**config.mk**
```make
export PLATFORM = sky130hd
export DESIGN_NAME = shift_sub_divider
export DESIGN_NICKNAME = d
export VERILOG_FILES = /design/src/rtl/arith_pkg.sv /design/src/rtl/div_step.sv /design/src/rtl/shift_sub_divider.sv
export SDC_FILE = /design/constraint.sdc
export NUM_CORES = 1
export LEC_CHECK = 0
export ABC_AREA = 1
export BUFFER_PORTS_ARGS = -buffer_cell sky130_fd_sc_hd__buf_2
export CORE_ASPECT_RATIO = 0.75
export CORE_MARGIN = 2
export CORE_UTILIZATION = 40
export DETAILED_ROUTE_END_ITERATION = 12
export GPL_ROUTABILITY_DRIVEN = 0
export PLACE_DENSITY = 0.56
export SYNTH_ARGS = -nofsm -noshare
export SYNTH_HDL_FRONTEND = slang
export SYNTH_HIERARCHICAL = 1
export SYNTH_SLANG_ARGS = --single-unit
```
**constraint.sdc**
```tcl
create_clock -name clk -period 2 [get_ports clk]
set_input_delay 0.4 -clock clk [delete_from_list [all_inputs] [get_ports clk]]
set_output_delay 0.4 -clock clk [all_outputs]
set_load 0.05 [all_outputs]
```
**src/rtl/arith_pkg.sv**
```systemverilog
// Shared arithmetic block-set definitions: FSM encodings, default operand
// width and iteration counter sizing for the sequential divider.
package arith_pkg;

    localparam int DIV_SIZE = 8;

    localparam logic [1:0] IDLE = 2'd0;
    localparam logic [1:0] CALC = 2'd1;
    localparam logic [1:0] DONE = 2'd2;

    function automatic int cnt_width(input int size);
        return $clog2(size + 1);
    endfunction

    localparam int DIV_CNT_W = cnt_width(DIV_SIZE);

endpackage

```
**src/rtl/div_step.sv**
```systemverilog
// One restoring-division iteration: shift in a dividend bit, trial-subtract
// the divisor, and keep the difference only when it does not go negative.
module div_step
    import arith_pkg::*;
#(
    parameter int SIZE = DIV_SIZE
) (
    input  logic [SIZE-1:0] rem,
    input  logic            dvd_bit,
    input  logic [SIZE-1:0] divisor,
    output logic [SIZE-1:0] rem_next,
    output logic            q_bit
);

    logic [SIZE:0] trial;
    logic [SIZE:0] diff;

    always_comb begin
        trial = {rem, dvd_bit};
        diff  = trial - {1'b0, divisor};
        q_bit = (trial >= {1'b0, divisor});
        // On a failed trial, trial < divisor, so its MSB is already clear.
        rem_next = q_bit ? diff[SIZE-1:0] : trial[SIZE-1:0];
    end

endmodule

```
**src/rtl/shift_sub_divider.sv**
```systemverilog
// Sequential unsigned restoring divider, one quotient bit per clock, with a
// start/busy/done handshake. Optional macro: DIV_ZERO_BYPASS_EN.
module shift_sub_divider
    import arith_pkg::*;
#(
    parameter int SIZE = DIV_SIZE
) (
    input  logic            clk,
    input  logic            rst,
    input  logic            start,
    input  logic [SIZE-1:0] dividend,
    input  logic [SIZE-1:0] divisor,
    output logic            busy,
    output logic            done,
    output logic [SIZE-1:0] quotient,
    output logic [SIZE-1:0] remainder,
    output logic            div_by_zero
);

    localparam int CNT_W = cnt_width(SIZE);

    logic [1:0]       state;
    logic [CNT_W-1:0] cnt;
    logic [SIZE-1:0]  dvd;
    logic [SIZE-1:0]  dsr;
    // Partial remainder MSB is always 0 between iterations, so only the low
    // SIZE bits are stored; div_step rebuilds the SIZE+1 bit trial value.
    logic [SIZE-1:0]  rem;
    logic [SIZE-1:0]  quo;
    logic [SIZE-1:0]  rem_next;
    logic             q_bit;

    div_step #(.SIZE(SIZE)) u_step (
        .rem      (rem),
        .dvd_bit  (dvd[SIZE-1]),
        .divisor  (dsr),
        .rem_next (rem_next),
        .q_bit    (q_bit)
    );

    assign busy = (state != IDLE);

    always_ff @(posedge clk or negedge rst) begin
        if (!rst) begin
            state       <= IDLE;
            cnt         <= '0;
            dvd         <= '0;
            dsr         <= '0;
            rem         <= '0;
            quo         <= '0;
            done        <= 1'b0;
            quotient    <= '0;
            remainder   <= '0;
            div_by_zero <= 1'b0;
        end else begin
            done <= 1'b0;
            case (state)
                IDLE: begin
                    if (start) begin
                        dvd <= dividend;
                        dsr <= divisor;
                        rem <= '0;
                        quo <= '0;
                        cnt <= '0;
`ifdef DIV_ZERO_BYPASS_EN
                        // Preload the result the iterations would produce.
                        if (divisor == '0) begin
                            quo   <= '1;
                            rem   <= dividend;
                            state <= DONE;
                        end else begin
                            state <= CALC;
                        end
`else
                        state <= CALC;
`endif
                    end
                end
                CALC: begin
                    rem <= rem_next;
                    dvd <= {dvd[SIZE-2:0], 1'b0};
                    quo <= {quo[SIZE-2:0], q_bit};
                    cnt <= cnt + 1'b1;
                    if (cnt == CNT_W'(SIZE - 1)) begin
                        state <= DONE;
                    end
                end
                DONE: begin
                    quotient    <= quo;
                    remainder   <= rem;
                    div_by_zero <= (dsr == '0);
                    done        <= 1'b1;
                    state       <= IDLE;
                end
                default: state <= IDLE;
            endcase
        end
    end

endmodule

```
==> flow_summary.toml <==
[run_status]
status = "completed"

[clock_network]
numCtsBuffers = 5
path_clk_slew_ns = 0.10
cts_tree = "done"
clockRootBuffer = "clkbuf_8"
clkSinkCount = 56
cts.path.max_buffers = 2
cts_resized = 0
clk_latency_ns = 0.31
cts_htree_levels = 2

[placement]
dpl.hpwl_um = 4393
dp.cells = 484
io_buffers = 37

[synthesis]
synth_cells = 353
synth_cell_types = 33
synth_fp_nets = 382
syn_area_um2 = 3059
yosysWarnings = 6
ys_ff_latch = 56
ys_seq_area_frac = 0.4581
syn_area_per_cell_um2 = 8.666

[worst_setup_path]
worst-path-max-fanout = 3
startpoint_type = "register"
cpMaxStageDelayCell = "fa_1"
crit_chain = "inv_1 > ha_1 > fa_1 > inv_1 > nand3_1 > nand3_1 > xor2_1 > nand2_2 > nand2_2 > nand2_1 > o21ai_2"
worstPathRequired_ns = 2.25
cp.arrival_ns = 2.09
crit_family = "adder cells"
critPathCaptureType = "register"
path_class = "reg -> reg"
critical_path_buf_inv_count = 2
slowest_delay_ns = 0.42

[sta]
fin_crit_sh = 0.9191
setup_viol = 0
drv_slew = 0
rsz0062_at_grt = "no"
slew_headroom = 0.3762
skew_ns = 0.01266
tightest_slew_ns = 0.9355
min_period_ns = 1.838
hold_viol_final = 0
fin_setup_tns_ns = 0
fmax_mhz = 544.0

[power]
p_leak_uw = 0.001810
ir_drop_mv = 0.5629
pwr-share-seq = 0.311
p_total_uw = 6187
p_sw_frac = 0.4983
intPower_uw = 3104
combPwrFrac = 0.584
p_per_area_nw_per_um2 = 1817
p_sw_uw = 3083
clockPowerShare = 0.106

[detailed_routing]
detail_route.wl_per_cell_um = 12.08
via_per_inst = 4.586
wl_um = 5956
drc = 0
dr.pass1.iters = 4
drtAntennaViolNets = 0
vias = 2261
drt_iter0_drc = 103

[final_layout]
mostFrequentLayoutCells = "nand2_1, dfrtp_1, inv_1"
antennaDiodeCount = 0
area_growth_pct = 11.33
layout.cells.non_filler = 493
layout_commonest_cell = "nand2_1"
drive_gt1_frac = 0.2883
fillers = 772
finalNetCount = 420

[floorplanning]
start_util = 0.4154
pin_count = 38
fp.dieArea_um2 = 8371
rows = 27
core_um2 = 7365
die-width_um = 105.0
fp.dieH_um = 79.74

[global_route]
grt_max_degree = 57
grt_pass1_wl_um = 10360
antenna_found_initial = 0
grtUsageTotal = 0.1541
overflow = 0
grt_pass1_vias = 2207

[run]
max_cap_viol_count = 0

[min_path]
hold_path.class = "in -> async"
state kept, by name, indices dropped and copies added, names as in the netlist, 2 cells and up:
| name | cells |
|---|---|
| dvd | 8 |
| state | 2 |
| dsr | 8 |
| quotient | 8 |
| remainder | 8 |
| cnt | 4 |
| quo | 8 |
| rem | 8 |
power groups by stage:
stage | Combinational (uW) | Clock (uW) | Sequential (uW)
floorplan | 2670 | 0 | 2280
global placement | 3590 | 0 | 1940
detailed placement | 3630 | 0 | 1950
CTS | 3650 | 683 | 1930
global route | 4070 | 727 | 1990
finish | 3610 | 655 | 1920
cells by family (layout without fill, tap and decap cells):
| kind of cell | count (synthesis) | in the layout | synth area share |
|---|---|---|---|
| AO/OA/AOI/OAI | 37 | 37 | 0.07526 |
| XOR/XNOR | 3 | 3 | 0.008591 |
| adder cells (fa/ha/maj) | 10 | 10 | 0.04335 |
| buffers and inverters | 58 | 96 | 0.09529 |
| flip-flops | 56 | 56 | 0.4581 |
| AND/OR/NAND/NOR | 189 | 190 | 0.3194 |
final timing paths:
kind	startpoint	end	slack [ns]	depth (start not counted)
worst max-delay path	dvd[7]	rem[4]	0.16	11
worst min-delay path	rst	remainder[5]	0.08	2
worst max register to register	dvd[7]	rem[4]	0.16	11
worst min register to register	quotient[7]	quotient[7]	0.48	2
max in group asynchronous	rst	div_by_zero	1.68	2
min in group clk	dividend[0]	dvd[0]	0.31	3
repair_timing:
item,4_1_cts,5_1_grt
setup endpoints to repair,0,4
buffers inserted,0,0
hold buffers,0,0
per-stage QoR:
stage                     hold slack (ns)  area (um2)  utilization  worst slack, ns
after floorplan                    0.1044        3059            -           0.3580
after global placement             0.4253        3302       0.4484           0.1876
after detailed placement           0.4187        3302       0.4484           0.1719
after CTS                         0.08053        3400       0.4616           0.1437
after global routing              0.09015        3406       0.4625          0.02292
final                             0.07684        3406       0.4625           0.1618
final cells by class:
type | count | area [um2] | area share
clock buffer | 6 | 82.58 | 0.02425
clock inverter | 2 | 15.01 | 0.004409
inverter | 48 | 187.7 | 0.05511
multi-input combinational | 240 | 1373 | 0.4030
sequential | 56 | 1401 | 0.4115
tap | 101 | 126.4 | 0.03710
timing repair buffer | 40 | 220.2 | 0.06466
layer usage:
layer | share of wire | GRT usage | vias up | wire length, um
li1 | - | - | 1182 | -
met1 | 0.53 | 0.2211 | 1038 | 3161
met3 | 0.038 | 0.02939 | 4 | 228
met4 | 0.0064 | 0.03200 | 0 | 38
met2 | 0.42 | 0.2442 | 37 | 2528
met5 | 0 | 0 | - | 0
synthesized netlist by cell type:
library cell   n  share of area
a21oi_1        2         0.0033
a21oi_2        2         0.0057
buf_12         1         0.0065
buf_2          1         0.0016
buf_4          3         0.0074
buf_6          5          0.018
clkinv_1       1         0.0012
dfrtp_1       56           0.46
fa_1           1         0.0065
ha_1           9          0.037
inv_1         43          0.053
inv_2          2         0.0025
inv_4          1         0.0020
inv_6          1         0.0029
nand2_1       99           0.12
nand2_2       24          0.049
nand2_4        4          0.015
nand2_8        1         0.0065
nand3_1       30          0.049
nand3_2        9          0.029
nand3_4        1         0.0057
nand4_1        2         0.0041
nor2_1        10          0.012
nor2_2         1         0.0020
nor2_4         4          0.015
nor3_2         1         0.0033
o21ai_0       21          0.034
o21ai_1        2         0.0033
o21ai_2       10          0.029
or2_2          2         0.0041
or2_4          1         0.0029
xnor2_1        2         0.0057
xor2_1         1         0.0029
Power figures use the tool's default switching activity.
